`config.mk`:
```
export PLATFORM = sky130hd
export DESIGN_NAME = if_prefetch
export DESIGN_NICKNAME = d
export VERILOG_FILES = /design/src/rtl/if_prefetch.sv
export SDC_FILE = /design/constraint.sdc
export NUM_CORES = 1
export LEC_CHECK = 0
export CAP_MARGIN = 10
export CORE_MARGIN = 2
export CORE_UTILIZATION = 50
export DETAILED_ROUTE_END_ITERATION = 16
export PLACE_DENSITY = 0.76
export SYNTH_ARGS = -nofsm -noshare
export SYNTH_HDL_FRONTEND = slang
export SYNTH_SLANG_ARGS = --single-unit
export TNS_END_PERCENT = 30
```
`constraint.sdc`:
```
create_clock -name clk_in -period 6.14 [get_ports clk_in]
set_input_delay 1.228 -clock clk_in [delete_from_list [all_inputs] [get_ports clk_in]]
set_output_delay 1.228 -clock clk_in [all_outputs]
set_load 0.05 [all_outputs]
```
`src/rtl/if_prefetch.sv`:
```
// -----------------------------------------------------------------------------
// if_prefetch -- instruction-fetch stage with a DEPTH-entry prefetch queue.
//
// The stage owns the fetch PC. It issues one sequential request at a time to
// the Memory Controller and buffers the returned {pc, inst} pairs in a
// show-ahead FIFO, so decode only stalls when the queue is empty. MEM traffic
// keeps priority on the Memory Controller. An EX jump flushes the queue,
// redirects fetch and discards whatever response is still in flight.
//
// Ports:
//   clk_in           clock, rising edge
//   rst_in           asynchronous active-low reset
//   pcJump_in        EX jump/branch taken (pulse)
//   pcJumpAddr_in    jump target, valid with pcJump_in
//   stall_in         downstream cannot accept the queue head this cycle
//   MEM_MCAccess_in  MEM requests the Memory Controller this cycle
//   MC_busyIF_in     Memory Controller busy with an IF request
//   MC_busyMEM_in    Memory Controller busy with a MEM request
//   instE_in         instruction response valid (1-cycle pulse)
//   inst_in          response data
//   MCE_out          fetch request strobe
//   MCAddr_out       fetch request address
//   instE_out        queue head valid
//   pc_out           PC of the queue head
//   inst_out         instruction of the queue head
//   ifStall_out      queue empty
// -----------------------------------------------------------------------------
module if_prefetch #(
  parameter int                ADDR_W   = 32,
  parameter int                INST_W   = 32,
  parameter int                DEPTH    = 4,
  parameter logic [ADDR_W-1:0] RESET_PC = '0,
  parameter int                PC_STEP  = 4
) (
  input  logic              clk_in,
  input  logic              rst_in,
  input  logic              pcJump_in,
  input  logic [ADDR_W-1:0] pcJumpAddr_in,
  input  logic              stall_in,
  input  logic              MEM_MCAccess_in,
  input  logic              MC_busyIF_in,
  input  logic              MC_busyMEM_in,
  input  logic              instE_in,
  input  logic [INST_W-1:0] inst_in,
  output logic              MCE_out,
  output logic [ADDR_W-1:0] MCAddr_out,
  output logic              instE_out,
  output logic [ADDR_W-1:0] pc_out,
  output logic [INST_W-1:0] inst_out,
  output logic              ifStall_out
);

  localparam int PTR_W = $clog2(DEPTH);
  localparam logic [PTR_W:0] FULL = (PTR_W + 1)'(DEPTH);

  localparam logic [1:0] ST_IDLE    = 2'd0;  // no request outstanding
  localparam logic [1:0] ST_WAIT    = 2'd1;  // live request outstanding
  localparam logic [1:0] ST_DISCARD = 2'd2;  // outstanding request killed by a jump

  logic [1:0]        state;
  logic [ADDR_W-1:0] fetch_pc;
  logic [ADDR_W-1:0] req_pc;
  logic [PTR_W-1:0]  rd_ptr;
  logic [PTR_W-1:0]  wr_ptr;
  logic [PTR_W:0]    count;

  logic [ADDR_W-1:0] q_pc   [DEPTH];
  logic [INST_W-1:0] q_inst [DEPTH];

  logic issue;
  logic push;
  logic pop;
  logic head_valid;

  // NOTE: every always_comb output gets a default first so no path leaves a
  // signal unassigned, which would infer a latch.
  always_comb begin
    issue = 1'b0;
    push  = 1'b0;
    pop   = 1'b0;
    // rst_in gates the strobe so the request port stays quiet during reset.
    if (rst_in && state == ST_IDLE && !pcJump_in && !MEM_MCAccess_in &&
        !MC_busyMEM_in && !MC_busyIF_in && count < FULL)
      issue = 1'b1;
    if (state == ST_WAIT && instE_in && !pcJump_in)
      push = 1'b1;
    if (head_valid && !stall_in && !pcJump_in)
      pop = 1'b1;
  end

  assign head_valid  = (count != '0);
  assign MCE_out     = issue;
  assign MCAddr_out  = issue ? fetch_pc : '0;
  assign instE_out   = head_valid;
  assign pc_out      = head_valid ? q_pc[rd_ptr]   : '0;
  assign inst_out    = head_valid ? q_inst[rd_ptr] : '0;
  assign ifStall_out = !head_valid;

  // NOTE: sequential state uses non-blocking assignments so every register
  // samples the pre-edge values regardless of statement order.
  always_ff @(posedge clk_in or negedge rst_in) begin
    if (!rst_in) begin
      state    <= ST_IDLE;
      fetch_pc <= RESET_PC;
      req_pc   <= '0;
      rd_ptr   <= '0;
      wr_ptr   <= '0;
      count    <= '0;
    end else if (pcJump_in) begin
      // Jump wins over everything: flush, redirect, and track the in-flight
      // response so its data is never pushed.
      fetch_pc <= pcJumpAddr_in;
      rd_ptr   <= '0;
      wr_ptr   <= '0;
      count    <= '0;
      // A response arriving with the jump is dropped and nothing is left in
      // flight, so both WAIT and DISCARD return to IDLE in that case.
      if (state == ST_WAIT || state == ST_DISCARD)
        state <= instE_in ? ST_IDLE : ST_DISCARD;
      else
        state <= ST_IDLE;
    end else begin
      case (state)
        ST_IDLE: begin
          if (issue) begin
            req_pc   <= fetch_pc;
            fetch_pc <= fetch_pc + ADDR_W'(PC_STEP);
            state    <= ST_WAIT;
          end
        end
        ST_WAIT:    if (instE_in) state <= ST_IDLE;
        ST_DISCARD: if (instE_in) state <= ST_IDLE;
        default:    state <= ST_IDLE;
      endcase

      if (push) wr_ptr <= wr_ptr + PTR_W'(1);
      if (pop)  rd_ptr <= rd_ptr + PTR_W'(1);

      case ({push, pop})
        2'b10:   count <= count + 1'b1;
        2'b01:   count <= count - 1'b1;
        default: count <= count;
      endcase
    end
  end

  // NOTE: queue storage has no reset; count gates every read, so stale
  // contents are never visible and the array can map onto plain RAM/flops.
  always_ff @(posedge clk_in) begin
    if (push) begin
      q_pc[wr_ptr]   <= req_pc;
      q_inst[wr_ptr] <= inst_in;
    end
  end

endmodule

```
# Word-level counts from Yosys, hierarchy flattened

Memory sizes are Yosys's and may differ from the RTL's.
Index checks and enable logic that the tools add are counted.

Equality and inequality tests: 6
Add/subtract/negate cells: 5
$lt $le $gt $ge: 1
Shift-type cells: 0
Div/mod/pow operators: 0
Multiplexer cells: 23
$mul: 0
Reduce and logical (&&, ||, !) cells: 28
Bitwise operators: 1

Operators with widths:

| kind                                                                    | number |
|---|---|
| 32-bit 2-to-1 mux                                                       | 6 |
| 32-bit by 3-bit adder with 32-bit output, second input constant         | 1 |
| 2-bit 2-to-1 mux                                                        | 9 |
| 1-bit logical AND                                                       | 10 |
| 2-bit nonzero test                                                      | 4 |
| 1-bit logical NOT                                                       | 6 |
| 3-bit one-hot mux with 2 select lines                                   | 1 |
| 3-bit nonzero test                                                      | 2 |
| 1-bit 2-to-1 mux                                                        | 5 |
| 2-bit by 1-bit adder with 2-bit output, second input constant           | 2 |
| 2-bit by 1-bit == test with 1-bit output, second input constant         | 2 |
| 2-bit == test, second input constant                                    | 2 |
| 2-bit one-hot mux with 2 select lines                                   | 1 |
| 2-bit AND reduction                                                     | 2 |
| 3-bit by 1-bit adder with 3-bit output, second input constant           | 1 |
| 3-bit less-than comparator, second input constant                       | 1 |
| 3-bit 2-to-1 mux                                                        | 1 |
| 3-bit by 1-bit inequality test with 1-bit output, second input constant | 1 |
| 3-bit inequality test, second input constant                            | 1 |
| 3-bit AND reduction                                                     | 1 |
| 3-bit by 1-bit subtractor with 3-bit output, second input constant      | 1 |
| 2-bit logical NOT                                                       | 1 |
| 2-bit OR reduction                                                      | 1 |
| 1-bit logical OR                                                        | 1 |
| 1-bit NOT                                                               | 1 |

Bits in writable memories: 256
Latch bits: 0
Output and inout port bits: 99
Word-level logic and storage cells: 72
Memories: 2
Flip-flop bits (word level): 73
Bits in read-only memories: 0

Memories:

| name   | words | width | read ports | clocked after memory_dff | write ports | RTL line | RTL |
|---|---|---|---|---|---|---|---|
| q_inst | 4     | 32    | 1          | 0                        | 1           | 68       | `logic [INST_W-1:0] q_inst [DEPTH];` |
| q_pc   | 4     | 32    | 1          | 0                        | 1           | 67       | `logic [ADDR_W-1:0] q_pc [DEPTH];` |

# Longest topological paths before layout

Gate-level depths: netlist (run 1).

Depth in word-level cells: 11
Depth in mapped cells: 11
Depth with buffers taken out: 10

# Least setup slack after synthesis (run 1)

No wires, ideal clock.

Path kind: input-to-reg
Start: in pcJump_in
End: mem q_inst[0][0], enable pin
Slack: -802 ps
Setup time: 578 ps
Stages: 3
Arrival time: 6364 ps
Data required time: 5562 ps
Path through: clkbuf_1 > clkbuf_1 > nor3b_1

Longest elaborated chain between the ends: 5

Ends and longest elaborated chain:

| item                                   | RTL line | RTL |
|---|---|---|
| start: declaration                     | 37       | `input logic pcJump_in,` |
| 1-bit logical NOT                      | 85       | `if (state == ST_WAIT && instE_in && !pcJump_in)` |
| 1-bit logical AND                      | 85       |  |
| 1-bit 2-to-1 mux                       | 85       |  |
| 1-bit 2-to-1 mux                       | 150      | `if (push) begin` |
| 1-bit 2-to-1 mux (implied by the code) | 152      | `q_inst[wr_ptr] <= inst_in;` |
| end: declaration                       | 68       |  |

No other way between the ends.

# Worst setup path in the final report (run 1)

Start: in MEM_MCAccess_in
End: out MCAddr_out[13]

Longest elaborated chain between the ends: 7

Ends and longest elaborated chain:

| item                            | RTL line | RTL |
|---|---|---|
| start: declaration              | 40       | `input logic MEM_MCAccess_in,` |
| 1-bit logical NOT               | 82       | `if (rst_in && state == ST_IDLE && !pcJump_in && !MEM_MCAccess_in &&` |
| 1-bit logical AND (2 in series) | 82       |  |
| 1-bit logical AND (2 in series) | 83       | `!MC_busyMEM_in && !MC_busyIF_in && count < FULL)` |
| 1-bit 2-to-1 mux                | 82       |  |
| 32-bit 2-to-1 mux               | 93       | `assign MCAddr_out = issue ? fetch_pc : '0;` |
| end: declaration                | 46       | `output logic [ADDR_W-1:0] MCAddr_out,` |

No other way between the ends.

==> flow_metrics.env, run 1 <==
export IMPL_outcome="finished, final reports clean"
export IMPL_place_inst=1259
export IMPL_crit_path_max_fanout=19
export IMPL_ys_ff_latch=329
export IMPL_via_per_inst=5.65
export IMPL_end_kind="primary output"
export IMPL_hold_viol=0
export IMPL_clk_latency_ps=500
export IMPL_fp_dieW_um=168
export IMPL_synth_top_flop_cell="edfxtp_1"
export IMPL_slew_violations=0
export IMPL_cts_hold_fix_buffers=0
export IMPL_drc=0
export IMPL_wl_um=28400
export IMPL_synth_top_family_by_area="multiplexers"
export IMPL_cts_buffer_depth=3
export IMPL_synth_cell_type_count=42
export IMPL_synth_top_area_cell="edfxtp_1"
export IMPL_min_period_ps=5110
export IMPL_fin_nets=1040
export IMPL_drtIter0Drc=605
export IMPL_slowest_stage="clkdlybuf4s50_1"
export IMPL_cellLeakagePower_nw=5.64
export IMPL_relSlewSlack_pct=31.6
export IMPL_required_ps=4910
export IMPL_synth_edf_count=256
export IMPL_post_cts_setup_buffers=0
export IMPL_tightest_slew_ps=1030
export IMPL_startpoint_type="input port"
export IMPL_wl_per_cell_um=21.5
export IMPL_hpwl_um=17800
export IMPL_die_y_um=168
export IMPL_design_power_total_mw=6.78
export IMPL_synthToLayoutAreaGrowth_pct=23.5
export IMPL_path_class="input port to primary output"
export IMPL_rsz0062_at_grt="false"
export IMPL_io_pins=171
export IMPL_syn_avg_cell_area_um2=17.2
export IMPL_clock_sinks=329
export IMPL_drive_gt1_share_pct=19.4
export IMPL_finalSetupViolations=0
export IMPL_synth_mux_area_share_pct=13.8
export IMPL_cap_viol_max_count=0
export IMPL_routed_wl_met2_um=13700
export IMPL_min_path_type="register to register"
export IMPL_cp_slowest_stage_delay_ps=800
export IMPL_track_usage_pct=20.6
export IMPL_top_layer="met4"
export IMPL_synth_top_area_share_pct=57.3
export IMPL_finalSetupTns_ps=0
export IMPL_n_antenna_cell=0
export IMPL_synthesis_area_um2=13400
export IMPL_gp_congestion=0.807
export IMPL_synth_common_cells="256 x edfxtp_1, 93 x and2_1, 73 x dfrtp_1, 64 x mux4_2, 43 x nand2_1"
export IMPL_synth_most_common_cell="edfxtp_1"
export IMPL_num_vias=7445
export IMPL_grt_max_degree=66
export IMPL_synth_compound_area_share_pct=1.65
export IMPL_coreArea_um2=26200
export IMPL_ys_async_sr_fraction_pct=22.2
export IMPL_rows=59
export IMPL_antenna_left=0
export IMPL_synthAdderAreaFrac_pct=0.802
export IMPL_io_buffers=170
export IMPL_cpMostUsedCell="clkdlybuf4s50_1"
export IMPL_dp_slack_ps=1050
export IMPL_fin_ws_ps=1030
export IMPL_power_per_cell_area_nw_per_um2=409
export IMPL_cts_root_buf="clkbuf_16"
export IMPL_final_cell_count_no_fill=1318
export IMPL_route_layer_met1_wl_um=12100
export IMPL_irDropWorstVdd_mv=0.182
export IMPL_crit_chain="clkdlybuf4s50_1, or4b_1, nor3_2, buf_4, and2_1, clkdlybuf4s50_1"
export IMPL_fp_dieArea_um2=28200
export IMPL_cts_htree_levels=2
export IMPL_synthTopCellsByArea="edfxtp_1 57%, dfrtp_1 14%, mux4_2 11%, and2_1 4.3%, mux2_2 2.9%"
export IMPL_synthSimpleGateAreaFrac_pct=9.44
export IMPL_drt_pass1_iter_count=6
export IMPL_start_util_pct=51.2
export IMPL_min_period_over_period_pct=83.3
export IMPL_final_setup_skew_ps=15.5
export IMPL_cts_tree="yes"
export IMPL_numCtsBuffers=34
export IMPL_cts_resized=0
export IMPL_seq_area_frac_synth_pct=70.9
export IMPL_synth_xor_area_share_pct=1.83
export IMPL_grt_pass1_wl_um=44200
export IMPL_grt_overflow_total=0
export IMPL_fmax_ghz=0.196
export IMPL_antenna_found_initial=1
export IMPL_grt_pass1_vias=7789
export IMPL_clkTransAtPathRegs_ps=60
export IMPL_synth_nets=860
export IMPL_synthCells=780
export IMPL_met3WireLength_um=2180
export IMPL_arrival_ps=3890
export IMPL_yosys_warnings=0
## cell usage in the layout, fill, tap and decap left out, types with 7 or more instances in the layout
master           Yosys  final
edfxtp_1           256    256
clkdlybuf4s50_1      0    155
and2_1              93     93
dfrtp_1             73     71
mux4_2              64     64
nand2_1             43     43
mux2_2              35     35
clkbuf_16            0     35
buf_4                1     28
nor2_1              20     20
o21ai_1             20     20
nand3_1             18     18
xnor2_1             16     16
xor2_1              12     12
inv_1               11     11
nand4_1              9      9
clkbuf_1            28      8
ha_1                 7      7
## report_power, final
part,switching [mW],total (mW),leakage (nW),internal [mW]
sequential,0.206,2.81,3.23,2.60
clock,0.785,1.95,0.521,1.16
combinational,1.23,2.02,1.89,0.795
## state kept, by name, summed over array words and instances, names as in the netlist
signal	cells
wr_ptr	2
q_inst	128
rd_ptr	2
req_pc	32
q_pc	128
state	2
count	3
fetch_pc	32
## final timing paths
kind	cells past startpoint	start	slack, ps	endpoint
max in group asynchronous	2	rst_in	4400	rd_ptr[0]$_DFFE_PN0P_
hold / removal	0	req_pc[7]$_DFFE_PN0P_	510	q_pc[3][7]$_DFFE_PP_
setup / recovery	6	MEM_MCAccess_in	1030	MCAddr_out[13]
min in group asynchronous	1	rst_in	570	fetch_pc[20]$_DFFE_PN0P_
setup reg to reg	10	count[2]$_DFFE_PN0P_	2950	count[2]$_DFFE_PN0P_
hold reg to reg	0	req_pc[7]$_DFFE_PN0P_	510	q_pc[3][7]$_DFFE_PP_
## final cells by class
cell class | instances | area, um^2
Clock buffer | 46 | 947
Clock inverter | 13 | 116
Fill cell | 1845 | 9650
Inverter | 11 | 41.3
Multi-Input combinational cell | 399 | 3730
Sequential cell | 329 | 9520
Tap cell | 335 | 419
Timing Repair Buffer | 185 | 1790
## metal layers
metal / GRT usage [%] / vias to the layer above
met5: 0 / -
met4: 5.14 / 0
met3: 4.80 / 37
met2: 34.0 / 304
met1: 28.2 / 3764
li1: - / 3340
## worst max-delay path: cells and delay by family
kind          cells  cell delay (ps)
simple gates      3             1180
buf+inv           3             1470
## metrics by stage
step | area (um^2) | hold slack, ps | util, %
3_5_place_dp | 15500 | 500 | 59.1
3_3_place_gp | 15500 | 490 | 59.1
6_report | 16600 | 508 | 63.2
4_1_cts | 16600 | 514 | 63.2
5_1_grt | 16600 | 527 | 63.2
2_1_floorplan | 13400 | 472 | -
## cell families (layout without fill, tap and decap cells)
family	count (synthesis)	in the layout
multiplexers	101	101
AO/OA/AOI/OAI	40	40
buffers and inverters	52	255
adder cells (fa/ha/maj)	8	8
XOR/XNOR	28	28
flip-flops	329	329
AND/OR/NAND/NOR	222	222
(Power assumes the default switching activity.)
==> run 2: changes to the inputs <==
Settings changed: CORE_UTILIZATION 50 to 55, PLACE_DENSITY 0.76 to 0.79.
Clock period 6.14 ns to 4.9 ns, I/O delays scaled along.
==> run 2 against run 1 <==
Against the previous run: core utilization up 6.8 points; register-to-register slack worse by 1100 ps; power rose by 25%; critical endpoint is now inst_out[22]; hold slack improved by 3.7 ps; sequential power is 25% higher; first-iteration DRC count is 7.6% lower; clock power is 24% higher; critical path depth shrank 2; setup slack worse by 260 ps.
==> flow_metrics.env, run 2 (same netlist as run 1, synthesis figures left out) <==
export IMPL_outcome="finished, final reports clean"
export IMPL_track_usage_pct=22.2
export IMPL_n_antenna_cell=0
export IMPL_end_kind="primary output"
export IMPL_gp_congestion=0.748
export IMPL_layout_common_cells="256 x edfxtp_1, 135 x clkdlybuf4s50_1, 93 x and2_1, 71 x dfrtp_1, 64 x mux4_2"
export IMPL_crit_path_max_fanout=53
export IMPL_top_regs="q_inst: 128 flops, q_pc: 128 flops"
export IMPL_fmax_ghz=0.242
export IMPL_relSlewSlack_pct=32.2
export IMPL_synthToLayoutAreaGrowth_pct=25.9
export IMPL_wl_per_cell_um=21.2
export IMPL_cts_tree="yes"
export IMPL_cts_buffer_depth=3
export IMPL_final_setup_skew_ps=13.6
export IMPL_io_buffers=170
export IMPL_min_period_over_period_pct=84.3
export IMPL_drc=0
export IMPL_wl_um=27700
export IMPL_fp_dieW_um=160
export IMPL_via_per_inst=5.69
export IMPL_post_cts_setup_buffers=0
export IMPL_irDropWorstVdd_mv=0.249
export IMPL_min_path_type="register to register"
export IMPL_drt_pass1_iter_count=7
export IMPL_cts_root_buf="clkbuf_16"
export IMPL_finalSetupTns_ps=0
export IMPL_min_period_ps=4130
export IMPL_hpwl_um=16700
export IMPL_required_ps=3920
export IMPL_clkTransAtPathRegs_ps=60
export IMPL_fin_nets=1040
export IMPL_tightest_slew_ps=1020
export IMPL_fin_util_pct=70.0
export IMPL_drtIter0Drc=559
export IMPL_start_util_pct=55.6
export IMPL_grt_pass1_wl_um=43700
export IMPL_n_fill_cell=1575
export IMPL_rsz0062_at_grt="false"
export IMPL_place_inst=1248
export IMPL_grt_max_degree=66
export IMPL_startpoint_type="register"
export IMPL_clock_sinks=329
export IMPL_antenna_found_initial=1
export IMPL_cts_hold_fix_buffers=0
export IMPL_numCtsBuffers=34
export IMPL_clk_latency_ps=500
export IMPL_drive_gt1_share_pct=21.4
export IMPL_hold_viol=0
export IMPL_path_class="register to primary output"
export IMPL_num_vias=7446
export IMPL_cellLeakagePower_nw=5.76
export IMPL_cts_resized=0
export IMPL_cap_viol_max_count=0
export IMPL_layout_commonest_cell="edfxtp_1"
export IMPL_power_per_cell_area_nw_per_um2=503
export IMPL_arrival_ps=3150
export IMPL_io_pins=171
export IMPL_final_cell_count_no_fill=1308
export IMPL_antenna_left=0
export IMPL_fp_dieArea_um2=25700
export IMPL_grt_overflow_total=0
export IMPL_design_power_total_mw=8.49
export IMPL_slew_violations=0
export IMPL_rows=57
export IMPL_grt_pass1_vias=7776
export IMPL_coreArea_um2=24100
export IMPL_multi_input_area_um2=3730
export IMPL_die_y_um=160
export IMPL_cts_htree_levels=2
export IMPL_seqCellArea_um2=9520
export IMPL_finalSetupViolations=0
## run 2: changes by cell type in the layout (fill, tap and decap cells not counted), sizes merged
cell | before | now
inv | 12 | 13
buf | 30 | 50
clkinv | 9 | 12
bufinv | 2 | 1
clkbuf | 46 | 44
clkdlybuf4s50 | 155 | 135
## run 2: final cells by class
cell class | count | share of cell area [%]
Timing Repair Buffer | 185 | 12.6
Clock inverter | 16 | 0.660
Multi-Input combinational cell | 399 | 22.1
Tap cell | 324 | 2.40
Sequential cell | 329 | 56.4
Inverter | 11 | 0.245
Clock buffer | 44 | 5.63
## run 2: path summary, 6_finish.rpt
check / from / endpoint / slack [ps] / depth (start not counted)
max in group asynchronous: rst_in / rd_ptr[0]$_DFFE_PN0P_ / 3370 / 3
min reg2reg: req_pc[4]$_DFFE_PN0P_ / q_pc[1][4]$_DFFE_PP_ / 510 / 0
min in group asynchronous: rst_in / fetch_pc[20]$_DFFE_PN0P_ / 520 / 2
max reg2reg: count[2]$_DFFE_PN0P_ / count[2]$_DFFE_PN0P_ / 1850 / 9
min: req_pc[4]$_DFFE_PN0P_ / q_pc[1][4]$_DFFE_PP_ / 510 / 0
max: count[2]$_DFFE_PN0P_ / inst_out[22] / 770 / 4
## run 2: power by group
group          total [mW]  internal [mW]  switching, mW
Sequential           3.52           3.26          0.262
Clock                2.42           1.42          0.996
Combinational        2.55           1.02           1.53
## run 2: through the flow
step / cell area [um^2] / hold slack [ps] / setup slack (ps)
3_5_place_dp: 15800 / 500 / 838
6_report: 16900 / 512 / 767
3_3_place_gp: 15800 / 489 / 884
4_1_cts: 16900 / 510 / 697
5_1_grt: 16900 / 527 / 589
2_1_floorplan: 13400 / 472 / -1770
## run 2: routing by layer
metal  GRT usage [%]  vias to the layer above  wire, um
li1                -                     3342         -
met1            30.7                     3814     11800
met2            36.2                      248     13700
met3            4.91                       42      1690
met4            5.90                        0       454
met5               0                        -         0
## run 2: worst max-delay path: stages, from the launching register on
cell             delay, ps
dfrtp_1                460
or3_2                  960
buf_4                  360
and2_1                 150
clkdlybuf4s50_1        710
